### src/rtl/id_ex_alu_issue.sv
// ID/EX issue stage: ALU control decode, ID/EX pipeline register, operand forwarding and load-use
// detection. Define ALU_FWD_EN to enable EX/MEM and MEM/WB forwarding into the ALU operands.
module id_ex_alu_issue (
    input  logic        clk,
    input  logic        reset,
    input  logic        id_valid,
    input  logic [1:0]  id_alu_op,
    input  logic [5:0]  id_funct,
    input  logic [4:0]  id_rs,
    input  logic [4:0]  id_rt,
    input  logic [4:0]  id_rd,
    input  logic [31:0] id_rs_data,
    input  logic [31:0] id_rt_data,
    input  logic [31:0] id_imm,
    input  logic        id_alu_src,
    input  logic        id_reg_dst,
    input  logic        id_reg_write,
    input  logic        id_mem_read,
    input  logic        stall,
    input  logic        flush,
    input  logic        exmem_reg_write,
    input  logic [4:0]  exmem_rd,
    input  logic [31:0] exmem_result,
    input  logic        memwb_reg_write,
    input  logic [4:0]  memwb_rd,
    input  logic [31:0] memwb_result,
    output logic        ex_valid,
    output logic [2:0]  ex_alu_control,
    output logic [31:0] ex_a,
    output logic [31:0] ex_b,
    output logic [31:0] ex_store_data,
    output logic [4:0]  ex_wreg,
    output logic        ex_reg_write,
    output logic        ex_mem_read,
    output logic        ex_illegal,
    output logic        load_use_stall
);

    typedef struct packed {
        logic        valid;
        logic [2:0]  alu_control;
        logic [4:0]  rs;
        logic [4:0]  rt;
        logic [31:0] rs_data;
        logic [31:0] rt_data;
        logic [31:0] imm;
        logic        alu_src;
        logic [4:0]  wreg;
        logic        reg_write;
        logic        mem_read;
        logic        illegal;
    } idex_t;

    idex_t      idex_q, idex_d, id_fields;
    logic [2:0] dec_ctrl;
    logic       dec_illegal;

    always_comb begin
        dec_ctrl    = 3'b010;
        dec_illegal = 1'b0;
        case (id_alu_op)
            2'b00: dec_ctrl = 3'b010;
            2'b01: dec_ctrl = 3'b110;
            2'b11: dec_ctrl = 3'b001;
            default: begin
                case (id_funct)
                    6'b100000: dec_ctrl = 3'b010;
                    6'b100010: dec_ctrl = 3'b110;
                    6'b100100: dec_ctrl = 3'b000;
                    6'b100101: dec_ctrl = 3'b001;
                    6'b101010: dec_ctrl = 3'b111;
                    default:   dec_illegal = 1'b1;
                endcase
            end
        endcase
    end

    always_comb begin
        id_fields             = '0;
        id_fields.valid       = id_valid;
        id_fields.alu_control = dec_ctrl;
        id_fields.rs          = id_rs;
        id_fields.rt          = id_rt;
        id_fields.rs_data     = id_rs_data;
        id_fields.rt_data     = id_rt_data;
        id_fields.imm         = id_imm;
        id_fields.alu_src     = id_alu_src;
        id_fields.wreg        = id_reg_dst ? id_rd : id_rt;
        id_fields.reg_write   = id_reg_write & id_valid;
        id_fields.mem_read    = id_mem_read;
        id_fields.illegal     = dec_illegal;
    end

    // Flush beats stall; a bubble is simply the all-zero record.
    always_comb begin
        idex_d = idex_q;
        if (flush) begin
            idex_d = '0;
        end else if (stall) begin
            idex_d = idex_q;
        end else if (load_use_stall) begin
            idex_d = '0;
        end else begin
            idex_d = id_fields;
        end
    end

    always_ff @(posedge clk) begin
        if (reset) begin
            idex_q <= '0;
        end else begin
            idex_q <= idex_d;
        end
    end

    logic [31:0] fwd_rs, fwd_rt;
    logic        ld_hazard, wr_hazard;

    assign ld_hazard = idex_q.valid & idex_q.mem_read & (idex_q.wreg != 5'd0) & id_valid &
                       ((idex_q.wreg == id_rs) | (idex_q.wreg == id_rt));

`ifdef ALU_FWD_EN
    always_comb begin
        fwd_rs = idex_q.rs_data;
        if (exmem_reg_write && exmem_rd != 5'd0 && exmem_rd == idex_q.rs) begin
            fwd_rs = exmem_result;
        end else if (memwb_reg_write && memwb_rd != 5'd0 && memwb_rd == idex_q.rs) begin
            fwd_rs = memwb_result;
        end
    end

    always_comb begin
        fwd_rt = idex_q.rt_data;
        if (exmem_reg_write && exmem_rd != 5'd0 && exmem_rd == idex_q.rt) begin
            fwd_rt = exmem_result;
        end else if (memwb_reg_write && memwb_rd != 5'd0 && memwb_rd == idex_q.rt) begin
            fwd_rt = memwb_result;
        end
    end

    assign wr_hazard = 1'b0;
`else
    function automatic logic src_hit(input logic we, input logic [4:0] rd,
                                     input logic [4:0] rs, input logic [4:0] rt);
        return we & (rd != 5'd0) & ((rd == rs) | (rd == rt));
    endfunction

    // Without forwarding, any in-flight writer of an ID source must drain first.
    assign wr_hazard = id_valid & (src_hit(idex_q.reg_write, idex_q.wreg, id_rs, id_rt) |
                                   src_hit(exmem_reg_write, exmem_rd, id_rs, id_rt) |
                                   src_hit(memwb_reg_write, memwb_rd, id_rs, id_rt));

    assign fwd_rs = idex_q.rs_data;
    assign fwd_rt = idex_q.rt_data;

    logic unused_results;
    assign unused_results = ^{exmem_result, memwb_result};
`endif

    assign load_use_stall = ~stall & (ld_hazard | wr_hazard);

    assign ex_valid       = idex_q.valid;
    assign ex_alu_control = idex_q.alu_control;
    assign ex_a           = fwd_rs;
    assign ex_b           = idex_q.alu_src ? idex_q.imm : fwd_rt;
    assign ex_store_data  = fwd_rt;
    assign ex_wreg        = idex_q.wreg;
    assign ex_reg_write   = idex_q.reg_write;
    assign ex_mem_read    = idex_q.mem_read;
    assign ex_illegal     = idex_q.illegal;

endmodule

### config.mk
export PLATFORM = sky130hd
export DESIGN_NAME = id_ex_alu_issue
export DESIGN_NICKNAME = d
export VERILOG_FILES = /design/src/rtl/id_ex_alu_issue.sv
export SDC_FILE = /design/constraint.sdc
export NUM_CORES = 1
export LEC_CHECK = 0
export ABC_CLOCK_PERIOD_IN_PS = 2400
export CAP_MARGIN = 30
export CORE_AREA = 2 2 121 123
export DETAILED_ROUTE_END_ITERATION = 6
export DIE_AREA = 0 0 123 125
export PLACE_DENSITY = 0.82
export SYNTH_ARGS = -nofsm -noshare
export SYNTH_HDL_FRONTEND = slang
export SYNTH_SLANG_ARGS = --single-unit
### constraint.sdc
create_clock -name clk -period 2.4 [get_ports clk]
set_input_delay 0.72 -clock clk [delete_from_list [all_inputs] [get_ports clk]]
set_output_delay 0.72 -clock clk [all_outputs]
set_load 0.02 [all_outputs]
==> impl_metrics.csv, run 1 <==
group,metric,value,unit
run_status,status,"finished with violations",
run_status,violations,"negative setup slack",
timing,setup_viol,1,
timing,finalHoldViolCount,0,
floorplanning,dieArea,15380,sq um
timing,hold-worst-slack,0.4788,ns
worst_setup_path,rrSetupSlack,0.31,ns
logic_synthesis,syn_nets,652,
floorplanning,die_h,125,um
route,wire_per_inst,16.93,um
timing,worst_slack,-0.1358,ns
clock_tree,cts_tree,"yes",
worst_setup_path,path_buf_inv,2,
place,dp.cells,799,
timing,maxSlewViolCount,0,
floorplanning,io_pins,313,
logic_synthesis,ys_warn_count,0,
logic_synthesis,synth_top_area_cell,"dfxtp_1",
timing,worst_pin_slew,0.5069,ns
cells_and_area,fin_nets,834,
logic_synthesis,netlist_instances,448,
clock_tree,insertion_delay,0.35,ns
grt,grt_usage,0.1745,
clock_tree,clkTransAtPathRegs,0.07,ns
place,portBuffers,248,
clock_tree,htreeDepth,3,
place,dpl.hpwl,10070,um
worst_setup_path,end_kind,"output port",
power,ir_drop,351.0,uV
floorplanning,num_rows,44,
cells_and_area,final_cell_mix,"clkdlybuf4s50_1, dfxtp_1, a22o_1",
worst_setup_path,worstPathArrival,1.82,ns
worst_setup_path,rr_startpoint,"ex_wreg[2]$_SDFFE_PP0N_",
power,p_int,3.157,mW
timing,skew,0.01088,ns
clock_tree,cts-root-buf,"clkbuf_16",
worst_setup_path,critical_path.max_stage_delay,0.55,ns
grt,overflow,0,
power,switchingPower,1.164,mW
floorplanning,die_w,123,um
grt,grt_pass1_vias,4108,
min_path,holdPathStages,1,
power,p_seq_frac,0.454,
place,gp_congestion,0.9046,
route,num_vias,4037,
timing,fin_crit_sh,1.057,
logic_synthesis,yosys-top-cells-area,"dfxtp_1, a22o_1, buf_4",
timing,clock.fmax,394.3,MHz
grt,grt_max_degree,57,
place,dpl_cell_area,7088,sq um
worst_setup_path,path_max_fanout,3,
power,finalPower,4.321,mW
worst_setup_path,slowest_stage,"or4_4",
route,wirelength,13880,um
cells_and_area,area_delta_synth_final,57.49,%
worst_setup_path,timing.rr.end,"ex_a[30]$_SDFFE_PP0N_",
min_path,hold_path_class,"flip-flop to flip-flop",
clock_tree,clock_sinks,109,
timing,relSlewSlack,0.6598,
worst_setup_path,crit_type,"input pin to output port",
route,ant_nets,0,
timing,fin_crit,2.536,ns
floorplanning,start_util,0.3400,
min_path,hp-start,"ex_a[29]$_SDFFE_PP0N_",
worst_setup_path,crit_chain,"buf_12 > or4_4 > o221ai_4 > a21oi_4 > buf_6",
timing,rsz0062_at_grt,"yes",
cells_and_area,finalInstanceArea,7606,sq um
clock_tree,cts_buffers,9,
clock_tree,clockBufferDepth,2,
cells_and_area,drive_gt1_frac,0.2189,
power,pwr-share-comb,0.212,
worst_setup_path,crit_family,"simple AND/OR/NAND/NOR gates",
floorplanning,coreArea,14200,sq um
worst_setup_path,reg2regPathDepth,9,
route,drt_iter0_drc,149,
flow_run,drv_cap,0,
logic_synthesis,yosysTopAreaCellShare,0.4518,
logic_synthesis,avgSynthCellArea,10.78,sq um
power,swShare,0.2695,
cells_and_area,final_common_cell,"clkdlybuf4s50_1",
grt,antenna_found_initial,1,
cells_and_area,fin_cells,820,
route,firstDrtPassIters,4,
logic_synthesis,synth_area,4830,sq um
worst_setup_path,required,1.68,ns
power,power_density,568.1,nW/um^2
worst_setup_path,cp-start-kind,"input pin",
power,p_leak,3.050,nW
route,drc,0,
route,viasPerCell,4.923,
logic_synthesis,seq_area_frac_synth,0.4518,
logic_synthesis,yosysUniqueCellTypes,35,
logic_synthesis,ys_seq_elements,109,
grt,grt_pass1_wl,21020,um
place,place_ws,-1.069,ns
power,pwr-share-clk,0.334,
min_path,hold_end,"ex_a[29]$_SDFFE_PP0N_",
[cells by family (layout without fill, tap and decap cells)]
family,after synthesis,in the layout,synth area share
mux,38,38,0.08705
simple gates,44,44,0.04560
compound gates,122,122,0.2140
buf+inv,105,292,0.1471
flops,109,109,0.4518
other cells,0,1,0
xor+xnor,30,30,0.05440
[routing by layer]
metal  vias up  part of all wire  GRT usage
li1       1931                 -          -
met5         -                 0          0
met4         0             0.018    0.06952
met1      1917              0.40     0.1965
met2       172              0.50     0.3019
met3        17             0.080    0.05611
[repair_timing]
item	in CTS	in global routing
gates resized for setup	133	76
setup endpoints to repair	132	9
pin swaps	17	25
buffers inserted	3	0
hold buffers	0	0
gates cloned	1	0
[registers in the layout, indices dropped and copies added (netlist names)]
register,flops
ex_store_data,32
ex_mem_read,1
ex_valid,1
ex_alu_control,3
ex_wreg,5
ex_reg_write,1
ex_a,32
idex_q,33
ex_illegal,1
[layout make-up]
| cell class | instances | area, sq um |
|---|---|---|
| sequential | 109 | 2187 |
| clock buffer | 9 | 225.2 |
| clock inverter | 7 | 66.31 |
| inverter | 3 | 11.26 |
| tap | 184 | 230.2 |
| antenna | 1 | 2.502 |
| timing repair buffer | 273 | 2725 |
| fill | 1204 | 6598 |
| multi-input combinational | 234 | 2158 |
[cell usage after synthesis, drive strengths merged]
cell / instances
dfxtp: 109
a22o: 101
buf: 83
mux2: 32
xnor2: 26
clkbuf: 19
nor3: 12
a21oi: 11
nor2: 11
mux2i: 6
nand2: 6
nand3: 6
xor2: 4
inv: 3
nor3b: 3
o22ai: 2
a2111oi: 1
a221o: 1
a22oi: 1
a311oi: 1
a31o: 1
a32o: 1
a32oi: 1
and2: 1
and3: 1
nand2b: 1
nor2b: 1
o221ai: 1
or2: 1
or4: 1
[stage by stage]
stage | setup TNS [ns] | util
2_1_floorplan | 0 | -
3_3_place_gp | -45.35 | 0.4990
3_5_place_dp | -50.00 | 0.4990
4_1_cts | -0.2001 | 0.5244
5_1_grt | -0.1760 | 0.5355
6_report | -0.1358 | 0.5355
[worst max-delay path by stage]
stage / start / end / depth (start not counted)
after floorplan: memwb_rd[1] / load_use_stall / 3
after global placement: id_rt[2] / load_use_stall / 7
after detailed placement: id_rt[2] / load_use_stall / 7
after global routing: exmem_rd[0] / load_use_stall / 7
final: memwb_rd[4] / load_use_stall / 5
after CTS: exmem_rd[4] / load_use_stall / 7
[worst register-to-register path: cells and delay by family (launching register included)]
kind,cells,cell delay (ns)
flops,1,0.48
buf+inv,3,0.47
simple gates,1,0.14
compound gates,4,0.75
xor+xnor,1,0.15
[power by group through the flow]
stage	sequential, mW	clock [mW]	combinational, mW
floorplan	1.98	0	0.465
global placement	1.99	0	0.869
detailed placement	2.00	0	0.883
CTS	1.96	1.50	0.878
global route	1.97	1.57	0.967
finish	1.96	1.44	0.916
No activity file was read; power rests on OpenSTA's default activity.
==> run 2: changes to the inputs <==
--- a/config.mk
+++ b/config.mk
@@ -5,7 +5,7 @@
 export SDC_FILE = /design/constraint.sdc
 export NUM_CORES = 1
 export LEC_CHECK = 0
-export ABC_CLOCK_PERIOD_IN_PS = 2400
+export ABC_CLOCK_PERIOD_IN_PS = 2900
 export CAP_MARGIN = 30
 export CORE_AREA = 2 2 121 123
 export DETAILED_ROUTE_END_ITERATION = 6
==> constraint.sdc (replaced) <==
create_clock -name clk -period 2.9 [get_ports clk]
set_input_delay 0.87 -clock clk [delete_from_list [all_inputs] [get_ports clk]]
set_output_delay 0.87 -clock clk [all_outputs]
set_load 0.02 [all_outputs]
==> run 2 against run 1 <==
The flow still finishes with violations (negative setup slack). Non-clock buffer count down 4. Global-route usage up 0.61 points. Flip-flop and latch count unchanged. Hold slack better by 0.0012 ns. Via count up 0.20%. Clock power down 17%. Setup slack better by 0.11 ns. Die area unchanged.
==> impl_metrics.csv, run 2 (synthesis results as in run 1) <==
group,metric,value,unit
timing,clock.fmax,341.3,MHz
worst_setup_path,rr_startpoint,"ex_wreg[4]$_SDFFE_PP0N_",
run_status,status,"finished with violations",
worst_setup_path,timing.rr.end,"idex_q[39]$_SDFFE_PP0N_",
power,p_leak,2.959,nW
cells_and_area,area_delta_synth_final,57.49,%
route,firstDrtPassIters,4,
min_path,hold_path_class,"flip-flop to flip-flop",
worst_setup_path,required,2.03,ns
route,wirelength,14650,um
place,dpl.hpwl,10780,um
worst_setup_path,rrSetupSlack,0.72,ns
grt,grt_pass1_vias,4218,
cells_and_area,final_cell_mix,"clkdlybuf4s50_1, dfxtp_1, a22o_1",
power,p_int,2.665,mW
worst_setup_path,end_kind,"output port",
worst_setup_path,cp-start-kind,"input pin",
floorplanning,io_pins,313,
worst_setup_path,reg2regPathDepth,9,
route,viasPerCell,4.963,
worst_setup_path,crit_family,"compound AO/OA/AOI/OAI gates",
power,ir_drop,241.6,uV
cells_and_area,diodes,0,
clock_tree,clkTransAtPathRegs,0.07,ns
clock_tree,clock_sinks,109,
worst_setup_path,crit_chain,"buf_2 > xnor2_1 > nand3_1 > o22ai_2 > a32oi_2 > a21oi_2 > buf_6",
route,ant_nets,0,
grt,antenna_found_initial,0,
cells_and_area,top_register,"idex_q",
clock_tree,cts-root-buf,"clkbuf_16",
worst_setup_path,path_max_fanout,4,
grt,grt_pass1_wl,21780,um
worst_setup_path,crit_type,"input pin to output port",
timing,worst_pin_slew,0.4729,ns
timing,setup_viol,1,
clock_tree,holdBufCountCts,0,
run_status,violations,"negative setup slack",
grt,grt_max_degree,62,
cells_and_area,fin_nets,830,
power,pwr-share-comb,0.218,
route,num_vias,4045,
route,drt_iter0_drc,216,
power,p_seq_frac,0.451,
worst_setup_path,worstPathArrival,2.06,ns
worst_setup_path,worst-path-stages,7,
route,wire_per_inst,17.98,um
cells_and_area,final_common_cell,"clkdlybuf4s50_1",
clock_tree,cts_buffers,9,
worst_setup_path,slowest_stage,"a21oi_2",
power,switchingPower,0.9354,mW
timing,worst_slack,-0.03010,ns
clock_tree,cts_tree,"yes",
place,portBuffers,248,
grt,grt_usage,0.1806,
worst_setup_path,critical_path.max_stage_delay,0.23,ns
floorplanning,die_h,125,um
timing,maxSlewViolCount,0,
floorplanning,coreArea,14200,sq um
timing,finalHoldViolCount,0,
clock_tree,insertion_delay,0.34,ns
floorplanning,num_rows,44,
cells_and_area,largest_reg_flops,33,
power,finalPower,3.600,mW
cells_and_area,fin_util,0.5355,
cells_and_area,drive_gt1_frac,0.1902,
place,gp_congestion,0.9599,
timing,fin_crit_sh,1.010,
grt,overflow,0,
floorplanning,die_w,123,um
timing,skew,0.009764,ns
worst_setup_path,cp-endpoint,"load_use_stall",
flow_run,drv_cap,0,
clock_tree,htreeDepth,3,
floorplanning,dieArea,15380,sq um
min_path,holdPathStages,1,
timing,relSlewSlack,0.6847,
floorplanning,start_util,0.3400,
power,pwr-share-clk,0.331,
worst_setup_path,path_buf_inv,2,
worst_setup_path,crit_start,"id_rt[0]",
timing,rsz0062_at_grt,"yes",
power,power_density,473.3,nW/um^2
route,drc,0,
place,place_ws,-0.9506,ns
clock_tree,clockBufferDepth,2,
power,swShare,0.2598,
timing,fin_crit,2.930,ns
==> run 2: repair_timing <==
item | CTS | global route
buffers inserted | 2 | 1
pin swaps | 22 | 21
setup endpoints to repair | 1 | 1
gates resized for setup | 96 | 60
==> run 2: metrics by stage <==
step	std cells	setup TNS [ns]	area, sq um	hold WS, ns
floorplan	448	0	4830	0.4435
global placement	796	-5.535	7057	0.4556
detailed placement	796	-11.76	7057	0.4622
CTS	814	0	7387	0.4834
global route	815	-0.06165	7606	0.4923
finish	815	-0.03010	7606	0.4800
==> run 2: worst min path at each step <==
stage,startpoint,to,slack (ns)
after detailed placement,idex_q[10]$_SDFFE_PP0N_,idex_q[10]$_SDFFE_PP0N_,0.46
after CTS,idex_q[11]$_SDFFE_PP0N_,idex_q[11]$_SDFFE_PP0N_,0.48
final,idex_q[20]$_SDFFE_PP0N_,idex_q[20]$_SDFFE_PP0N_,0.48
after global routing,idex_q[18]$_SDFFE_PP0N_,idex_q[18]$_SDFFE_PP0N_,0.49
after global placement,idex_q[40]$_SDFFE_PP0N_,idex_q[40]$_SDFFE_PP0N_,0.46
after floorplan,idex_q[10]$_SDFFE_PP0N_,idex_q[10]$_SDFFE_PP0N_,0.44
==> run 2: power by group through the flow <==
stage | logic [mW] | clock network, mW | registers, mW
detailed placement | 0.735 | 0 | 1.66
global placement | 0.720 | 0 | 1.65
CTS | 0.744 | 1.24 | 1.62
finish | 0.783 | 1.19 | 1.62
global route | 0.824 | 1.30 | 1.63
floorplan | 0.384 | 0 | 1.64
==> run 2: metal layers <==
layer / track usage / share of wire / vias to the layer above
met5: 0 / 0 / -
met4: 0.07219 / 0.031 / 0
met3: 0.04562 / 0.077 / 31
met2: 0.3347 / 0.52 / 183
met1: 0.1917 / 0.38 / 1914
li1: - / - / 1917
==> run 2: final cells by class <==
type / count / area, sq um
flip-flops and latches: 109 / 2182
multi-input cells: 234 / 2186
inverters: 3 / 11.26
clock inverters: 5 / 42.54
well taps: 184 / 230.2
clock buffers: 11 / 252.7
repair buffers: 269 / 2701
fillers: 1192 / 6598
